<file path="src/rtl/mgmt_data_channel_req_tracker.sv">
// mgmt_data_channel_req_tracker
//   Sits between the management host bridge and mgmt_data_channel_controller.
//   Host requests are queued in a small FIFO. Each one is stamped with a rolling
//   tag when it is popped, and then issued on the controller's valid/ack
//   handshake. Only one request is outstanding at a time. Every issued request
//   produces exactly one host response: the tag-matched controller frame, or a
//   synthesized error frame on timeout or link loss.
//
// Ports
//   clk, reset_n            clock, async active-low reset
//   host_req_valid/ready    host request handshake (ready = FIFO not full)
//   host_req                host payload (incoming tag ignored)
//   host_res_valid/host_res one-cycle response pulse + payload
//   dc_req_valid/ack/dc_req request side of the controller
//   dc_res_valid/dc_res     response side of the controller
//   local_link_state        PHY link state; only operational_st allows traffic
//   data_channel_rst        sync flush: FIFO emptied, FSM to IDLE, no response
//   fifo_level              FIFO occupancy
//   timeout_cnt, stale_cnt  saturating event counters

package mgmt_data_channel_pkg;
  typedef enum logic [1:0] {
    disabled_st, training_st, operational_st, error_st
  } link_state_t;

  typedef enum logic [1:0] {
    READ_CMD, WRITE_CMD, CRC_ERROR, NOP_CMD
  } command_t;

  localparam int TAG_W = 4;

  typedef struct packed {
    command_t         command;
    logic [15:0]      address;
    logic [31:0]      data;
    logic [TAG_W-1:0] tag;
    logic             operation_status;
  } Data_channel_payload_t;
endpackage

module mgmt_data_channel_req_tracker
  import mgmt_data_channel_pkg::*;
#(
  parameter int FIFO_DEPTH     = 4,
  parameter int TIMEOUT_CYCLES = 1024
) (
  input  logic                          clk,
  input  logic                          reset_n,
  input  logic                          host_req_valid,
  output logic                          host_req_ready,
  input  Data_channel_payload_t         host_req,
  output logic                          host_res_valid,
  output Data_channel_payload_t         host_res,
  output logic                          dc_req_valid,
  input  logic                          dc_req_ack,
  output Data_channel_payload_t         dc_req,
  input  logic                          dc_res_valid,
  input  Data_channel_payload_t         dc_res,
  input  link_state_t                   local_link_state,
  input  logic                          data_channel_rst,
  output logic [$clog2(FIFO_DEPTH):0]   fifo_level,
  output logic [15:0]                   timeout_cnt,
  output logic [15:0]                   stale_cnt
);

  localparam int AW  = $clog2(FIFO_DEPTH);
  localparam int LW  = AW + 1;
  localparam int WCW = $clog2(TIMEOUT_CYCLES) + 1;

  typedef enum logic [1:0] {IDLE, ISSUE, WAIT_RES, RESP} state_t;

  state_t                state, state_nxt;
  Data_channel_payload_t mem [FIFO_DEPTH];
  logic [AW-1:0]         wr_ptr, rd_ptr;
  logic [TAG_W-1:0]      tag_cnt;
  logic [WCW-1:0]        wait_cnt;

  logic                  push, pop;
  logic                  link_ok, tag_match, timeout_now;
  logic                  res_load, res_synth, timeout_hit, stale_hit;
  Data_channel_payload_t issue_req, synth_res;

  assign link_ok        = (local_link_state == operational_st);
  assign host_req_ready = (fifo_level != LW'(FIFO_DEPTH));
  // A flush in the same cycle discards the incoming request too.
  assign push           = host_req_valid && host_req_ready && !data_channel_rst;
  assign dc_req_valid   = (state == ISSUE);
  assign tag_match      = dc_res_valid && (dc_res.tag == dc_req.tag);
  assign timeout_now    = (wait_cnt == WCW'(TIMEOUT_CYCLES - 1));

  always_comb begin
    issue_req     = mem[rd_ptr];
    issue_req.tag = tag_cnt;
    synth_res                  = dc_req;
    synth_res.operation_status = 1'b1;
    synth_res.data             = '0;
  end

  // ---------------- FSM ----------------
  always_ff @(posedge clk or negedge reset_n) begin
    if (!reset_n) state <= IDLE;
    else          state <= state_nxt;
  end

  always_comb begin
    state_nxt   = state;
    pop         = 1'b0;
    res_load    = 1'b0;
    res_synth   = 1'b0;
    timeout_hit = 1'b0;
    stale_hit   = 1'b0;
    case (state)
      IDLE: if (fifo_level != '0 && link_ok) begin
        pop       = 1'b1;
        state_nxt = ISSUE;
      end
      // Link loss aborts the request even if ack arrives in the same cycle.
      ISSUE: if (!link_ok) begin
        res_synth = 1'b1;
        state_nxt = RESP;
      end else if (dc_req_ack) begin
        state_nxt = WAIT_RES;
      end
      // Priority: matching response > link loss > timeout.
      WAIT_RES: begin
        stale_hit = dc_res_valid && !tag_match;
        if (tag_match) begin
          res_load  = 1'b1;
          state_nxt = RESP;
        end else if (!link_ok) begin
          res_synth = 1'b1;
          state_nxt = RESP;
        end else if (timeout_now) begin
          res_synth   = 1'b1;
          timeout_hit = 1'b1;
          state_nxt   = RESP;
        end
      end
      RESP: state_nxt = IDLE;
      default: state_nxt = IDLE;
    endcase
    if (data_channel_rst) begin
      state_nxt   = IDLE;
      pop         = 1'b0;
      res_load    = 1'b0;
      res_synth   = 1'b0;
      timeout_hit = 1'b0;
      stale_hit   = 1'b0;
    end
  end

  // ---------------- FIFO ----------------
  always_ff @(posedge clk) begin
    if (push) mem[wr_ptr] <= host_req;
  end

  always_ff @(posedge clk or negedge reset_n) begin
    if (!reset_n) begin
      wr_ptr     <= '0;
      rd_ptr     <= '0;
      fifo_level <= '0;
    end else if (data_channel_rst) begin
      wr_ptr     <= '0;
      rd_ptr     <= '0;
      fifo_level <= '0;
    end else begin
      if (push) wr_ptr <= wr_ptr + AW'(1);
      if (pop)  rd_ptr <= rd_ptr + AW'(1);
      case ({push, pop})
        2'b10:   fifo_level <= fifo_level + LW'(1);
        2'b01:   fifo_level <= fifo_level - LW'(1);
        default: fifo_level <= fifo_level;
      endcase
    end
  end

  // ---------------- datapath ----------------
  always_ff @(posedge clk or negedge reset_n) begin
    if (!reset_n) begin
      dc_req         <= '0;
      tag_cnt        <= '0;
      wait_cnt       <= '0;
      host_res       <= '0;
      host_res_valid <= 1'b0;
      timeout_cnt    <= '0;
      stale_cnt      <= '0;
    end else begin
      if (pop) begin
        dc_req  <= issue_req;
        tag_cnt <= tag_cnt + TAG_W'(1);
      end
      // Zero on every cycle outside WAIT_RES, so it reads 0 on entry.
      if (state != WAIT_RES) wait_cnt <= '0;
      else                   wait_cnt <= wait_cnt + WCW'(1);
      if (res_load)       host_res <= dc_res;
      else if (res_synth) host_res <= synth_res;
      // The response pulse follows the RESP cycle so host_res is settled.
      host_res_valid <= (state == RESP) && !data_channel_rst;
      if (timeout_hit && timeout_cnt != 16'hFFFF) timeout_cnt <= timeout_cnt + 16'd1;
      if (stale_hit && stale_cnt != 16'hFFFF)     stale_cnt   <= stale_cnt + 16'd1;
    end
  end

endmodule
</file>
<file path="config.mk">
export PLATFORM = sky130hd
export DESIGN_NAME = mgmt_data_channel_req_tracker
export DESIGN_NICKNAME = d
export VERILOG_FILES = /design/src/rtl/mgmt_data_channel_req_tracker.sv
export SDC_FILE = /design/constraint.sdc
export NUM_CORES = 1
export LEC_CHECK = 0
export ABC_AREA = 1
export BUFFER_PORTS_ARGS = -buffer_cell sky130_fd_sc_hd__buf_4
export CORE_MARGIN = 5
export CORE_UTILIZATION = 60
export DETAILED_ROUTE_END_ITERATION = 12
export GPL_TIMING_DRIVEN = 0
export PLACE_DENSITY = 0.84
export RECOVER_POWER = 50
export SLEW_MARGIN = 40
export SYNTH_ARGS = -nofsm -noshare
export SYNTH_HDL_FRONTEND = slang
export SYNTH_SLANG_ARGS = --single-unit
</file>
<file path="constraint.sdc">
create_clock -name clk -period 10.8 [get_ports clk]
set_clock_uncertainty 0.2 [all_clocks]
set_input_delay 0.54 -clock clk [delete_from_list [all_inputs] [get_ports clk]]
set_output_delay 0.54 -clock clk [all_outputs]
set_load 0.01 [all_outputs]
</file>
==> results of run 1 <==
==> layer usage <==
layer / part of all wire / wire length, um / global-route usage
met2: 0.50 / 20200 / 0.463
met4: 0.025 / 1010 / 0.0868
met3: 0.081 / 3280 / 0.0511
met1: 0.40 / 16100 / 0.360
met5: 0.00030 / 12 / 0
==> metrics by stage <==
| step | hold slack, ns | cells |
|---|---|---|
| 6_report | 0.0236 | 2145 |
| 5_1_grt | 0.0193 | 2144 |
| 2_1_floorplan | 0.0444 | 1445 |
| 3_3_place_gp | 0.255 | 2040 |
| 4_1_cts | 0.000822 | 2136 |
| 3_5_place_dp | 0.236 | 2054 |
==> area by class of cell <==
class	instances	area, um2	area share
inverter	65	244	0.0126
antenna	4	10.0	0.000519
multi-input combinational	940	4630	0.240
sequential	371	10300	0.534
tap	335	419	0.0217
buffer	69	384	0.0199
clock inverter	20	209	0.0108
timing repair buffer	291	2000	0.104
clock buffer	50	1100	0.0568
==> report_power, final <==
| group | total [W] | internal, W | switching (W) |
|---|---|---|---|
| clock | 0.00134 | 0.000794 | 0.000548 |
| combinational | 0.000989 | 0.000409 | 0.000580 |
| sequential | 0.00193 | 0.00174 | 0.000193 |
| total | 0.00426 | 0.00294 | 0.00132 |
==> state kept, by name, summed over array words and instances (netlist names) <==
register / cells
mem: 204
dc_req: 55
host_res: 55
stale_cnt: 16
timeout_cnt: 16
wait_cnt: 11
tag_cnt: 4
fifo_level: 3
rd_ptr: 2
state: 2
wr_ptr: 2
host_res_valid: 1
==> cells by family after synthesis <==
logic type | count (synthesis) | synth area share
AOI/OAI and AO/OA | 193 | 0.0665
adders and majority gates | 13 | 0.0109
and+or+nand+nor | 705 | 0.203
DFF | 371 | 0.663
xor gates and xnor gates | 29 | 0.0163
buffers and inverters | 134 | 0.0404
==> critical path: cells and delay by family <==
kind	cells	cell delay, ns
buf+inv	3	4.54
==> how the worst min path moves through the flow <==
stage / end / startpoint
after global routing: host_res[11] / dc_res[11]
after CTS: mem[2][11] / host_req[11]
after global placement: wait_cnt[0] / wait_cnt[0]
after floorplan: dc_req[0] / reset_n
final: host_res[11] / dc_res[11]
after detailed placement: host_res[27] / reset_n
==> placed cells by master (no fill, tap or decap), drive strengths merged <==
cell,Yosys,routed
edfxtp,204,204
fa,1,1
bufinv,0,3
nand2,436,436
nand3b,3,3
dlygate4sd3,0,17
nor3,12,12
xnor2,13,13
o21ai,130,130
diode,0,4
ha,12,12
xor2,16,16
nand4,12,12
dfrtp,167,167
nor4,2,2
o22ai,51,51
nand3,88,88
clkbuf,36,199
clkinv,0,14
clkinvlp,0,2
buf,33,194
o221ai,1,1
nor2,150,150
or2,1,1
and2,1,1
inv,65,66
a21oi,11,11
==> cell usage after synthesis, drive strengths merged <==
| master | count |
|---|---|
| a21oi | 11 |
| and2 | 1 |
| buf | 33 |
| clkbuf | 36 |
| dfrtp | 167 |
| edfxtp | 204 |
| fa | 1 |
| ha | 12 |
| inv | 65 |
| nand2 | 436 |
| nand3 | 88 |
| nand3b | 3 |
| nand4 | 12 |
| nor2 | 150 |
| nor3 | 12 |
| nor4 | 2 |
| o21ai | 130 |
| o221ai | 1 |
| o22ai | 51 |
| or2 | 1 |
| xnor2 | 13 |
| xor2 | 16 |
==> run_results.csv, run 1 <==
group,metric,value,unit
timing,fin_crit_sh,0.511,
placement,port_buffers,260,
detailed_routing,drt_iter0_drc,1200,
cts,clock_sinks,371,
cts,cts_resized,0,
outcome,violations,"max-capacitance violations, max-slew violations",
cts,clkTransAtPathRegs,0.06,ns
detailed_routing,via_per_inst,5.56,
grt,grt_remaining_overflow,0,
floorplanning,num_io_pins,266,
timing,hold_viol,0,
grt,grt_max_degree,69,
synthesis,yosysTopAreaCellShare,0.394,
layout,nNetsFinal,1907,
detailed_routing,wl_per_cell,18.9,um
synthesis,synth_nets,1576,
critical_path,worstPathArrival,5.15,ns
min_path,hold_path_class,"primary input to register",
critical_path,max_stage_delay,2.54,ns
outcome,status,"complete, but fails checks",
power,power,0.00426,W
power,leakagePower,8.29,nW
cts,cts_tree,"built",
detailed_routing,first_pass_iters,6,
timing,rsz0062_at_grt,"false",
critical_path,rrSetupSlack,8.41,ns
critical_path,critPathMostFrequentCell,"clkbuf_1",
power,power.density,221,nW/um2
placement,pre_cts_slack,8.24,ns
detailed_routing,drt_wl_total,40.6,mm
min_path,hold_depth,3,
job,max-cap-violations,2,
floorplanning,num_rows,59,
synthesis,yosysTopAreaCell,"edfxtp_1",
cts,cts_setup_buffers,0,
timing,tightest_slew,3.48,ns
cts,clock_latency,0.53,ns
critical_path,critPathLaunchType,"primary input",
grt,grt_pass1_vias,11800,
critical_path,end_kind,"async pin",
timing,setup_viol,0,
layout,num-fill-cells,1757,
grt,antenna_found_initial,4,
synthesis,yosysSeqAreaShare,0.663,
floorplanning,die_area,29200,um2
power,irDropWorstVdd,207,uV
detailed_routing,via_count,11900,
critical_path,slowest_stage,"clkbuf_1",
critical_path,rr_endpoint,"dc_req[5]",
cts,numCtsBuffers,38,
placement,gp_congestion,0.884,
critical_path,path_cells,"dlygate4sd3_1 > clkbuf_1 > clkbuf_1",
critical_path,crit_fanout,65,
critical_path,path_class,"primary input to async pin",
critical_path,rr_startpoint,"state[0]",
critical_path,crit_required,10.44,ns
timing,min_period,5.51,ns
critical_path,cp-startpoint,"reset_n",
critical_path,crit_path_end,"state[1]",
timing,relSlewSlack,-1.32,
layout,area_growth,24.2,%
detailed_routing,drc_errors,0,
cts,htreeDepth,2,
timing,slew_violations,102,
cts,clockRootBuffer,"clkbuf_16",
synthesis,syn-cell-area,15500,um2
synthesis,synth.distinct_cells,34,
timing,setup_ws,5.29,ns
synthesis,ys_seq_elements,371,
placement,post-dp-hpwl,28.3,mm
cts,clockBufferDepth,3,
grt,grt_usage,0.272,
floorplanning,dieWidth,171,um
timing,fin_setup_tns,0,ns
timing,max_freq,181,MHz
cts,postCtsHoldBufs,12,
critical_path,rr_worst_depth,8,
floorplanning,initial_utilization,0.603,
detailed_routing,ant_nets,0,
placement,placed_area,18300,um2
layout,drive_above_1_share,0.187,
floorplanning,die_h,171,um
synthesis,syn_area_per_cell,10.8,um2
synthesis,syn_inst,1445,
layout,fin_util,0.749,
layout,final_area,19300,um2
synthesis,ys_warn_count,0,
floorplanning,core_area,25800,um2
synthesis,yosys-top-cells-area,"edfxtp_1, dfrtp_1, nand2_1",
grt,grt_pass1_wl,62.7,mm
Power figures use the tool's default switching activity.
==> inputs of run 2 (changes only) <==
Settings changed: CORE_UTILIZATION 60 to 51, PLACE_DENSITY 0.84 to 0.76.
Clock period 10.8 ns to 4.6 ns, I/O delays scaled along.
==> run 2 against run 1 <==
The run still ends with max-capacitance violations, max-slew violations left. Highest routed layer unchanged. Final area grew 5.0%. Sequential power grew 130%. Utilization shrank 8.1 points. Worst hold slack gained 0.094 ns. Power grew 140%.
==> run_results.csv, run 2 (same netlist as run 1, synthesis figures left out) <==
group,metric,value,unit
outcome,status,"complete, but fails checks",
outcome,violations,"max-capacitance violations, max-slew violations",
detailed_routing,via_count,12200,
timing,slew_violations,74,
critical_path,path_cells,"dlygate4sd3_1 > buf_4 > nor2_2 > dlygate4sd3_1 > nand3_2 > nor2_4 > inv_2 > clkbuf_1 > nand2_1 > nand2_1",
critical_path,max_stage_delay,0.60,ns
layout,nNetsFinal,2001,
layout,drive_above_1_share,0.171,
floorplanning,die_area,34100,um2
grt,grt_remaining_overflow,0,
critical_path,crit_fanout,10,
timing,hold_viol,0,
timing,rsz0062_at_grt,"false",
critical_path,end_kind,"register",
grt,grt_pass1_wl,65.6,mm
min_path,hold_path_class,"primary input to register",
detailed_routing,first_pass_iters,6,
floorplanning,num_io_pins,266,
critical_path,rr_worst_depth,10,
power,irDropWorstVdd,427,uV
grt,grt_usage,0.243,
critical_path,worstPathArrival,3.01,ns
floorplanning,num_rows,64,
cts,clockBufferDepth,3,
floorplanning,dieWidth,185,um
floorplanning,initial_utilization,0.512,
detailed_routing,ant_nets,0,
detailed_routing,drt_wl_total,42.5,mm
layout,fin_util,0.668,
cts,cts_tree,"built",
critical_path,crit_buf_inv,5,
power,power.density,496,nW/um2
floorplanning,core_area,30300,um2
placement,pre_cts_slack,2.01,ns
timing,min_period,2.80,ns
power,leakagePower,8.63,nW
timing,fin_crit_sh,0.608,
layout,largest_register_ffs,204,
layout,final_common_cell,"nand2_1",
layout,multi_input_area,4640,um2
grt,grt-busiest-layer,"met2",
critical_path,path_class,"primary input to register",
cts,htreeDepth,2,
min_path,hold_depth,7,
placement,gp_congestion,0.908,
detailed_routing,drc_errors,0,
timing,max_freq,357,MHz
critical_path,critPathLaunchType,"primary input",
timing,tightest_slew,1.83,ns
placement,post-dp-hpwl,29.0,mm
grt,met3_usage,0.0468,
grt,grtUsageMet1,0.318,
layout,final_cell_mix,"nand2_1, edfxtp_1, dfrtp_1",
cts,cts_setup_buffers,0,
grt,grt_pass1_vias,12100,
cts,clkTransAtPathRegs,0.06,ns
critical_path,path_depth,10,
layout,largest_registers,"mem x204, dc_req x55, host_res x55",
cts,clockRootBuffer,"clkbuf_16",
layout,seqCellArea,10300,um2
critical_path,slowest_stage,"dlygate4sd3_1",
cts,clock_latency,0.53,ns
detailed_routing,wl_per_cell,18.5,um
grt,grt_max_degree,74,
critical_path,crit_family,"buffers and inverters",
job,max-cap-violations,1,
cts,clock_sinks,371,
grt,met2_usage,0.421,
grt,antenna_found_initial,3,
timing,setup_ws,1.80,ns
layout,num-fill-cells,2276,
placement,port_buffers,260,
layout,area_growth,30.5,%
detailed_routing,via_per_inst,5.30,
cts,numCtsBuffers,39,
layout,largest-register,"mem",
timing,relSlewSlack,-0.221,
timing,setup_viol,0,
detailed_routing,drt_iter0_drc,891,
floorplanning,die_h,185,um
critical_path,crit_required,4.81,ns
==> run 2: layout make-up <==
type,count,share of cell area
Tap cell,396,0.0244
Timing Repair Buffer,384,0.143
Inverter,65,0.0120
Buffer,69,0.0189
Antenna cell,3,0.000370
Clock buffer,52,0.0530
Multi-Input combinational cell,940,0.229
Clock inverter,18,0.0108
Sequential cell,371,0.508
==> run 2: tightest hold or removal path, delay by kind of cell <==
kind / cells / cell delay [ns]
AND/OR/NAND/NOR: 5 / 0.41
buffers and inverters: 2 / 0.16
==> run 2: timing repair <==
item,CTS,global route
setup endpoints to repair,0,0
gates resized for setup,0,0
hold buffers,110,0
hold endpoints to repair,436,0
==> run 2: where the power goes <==
group | internal (W) | switching (W)
sequential | 0.00408 | 0.000453
combinational | 0.000991 | 0.00140
clock | 0.00188 | 0.00127
==> run 2: worst paths after layout <==
kind	from	endpoint	slack (ns)
worst max-delay path	local_link_state[0]	dc_req[26]	1.80
worst min-delay path	local_link_state[1]	state[1]	0.12
worst max register to register	state[0]	stale_cnt[13]	2.03
worst min register to register	wait_cnt[0]	wait_cnt[0]	0.27
max in group asynchronous	reset_n	state[1]	2.19
min in group asynchronous	reset_n	timeout_cnt[14]	0.26
==> run 2: stage by stage <==
step	hold WS (ns)	instances	instance area (um2)	setup TNS (ns)	power [W]
floorplan	-0.266	1445	15500	0	0.00574
global placement	0.229	2101	18000	-148.90	0.00699
detailed placement	-0.0965	2115	18400	0	0.00709
CTS	0.0604	2295	20800	0	0.0103
global route	0.166	2297	20300	0	0.0106
finish	0.118	2298	20300	0	0.0101
==> run 2: layer usage <==
layer	routed length [um]	vias to the layer above
li1	-	5727
met1	17100	5867
met2	20900	504
met3	3520	79
met4	1050	2
met5	11	-
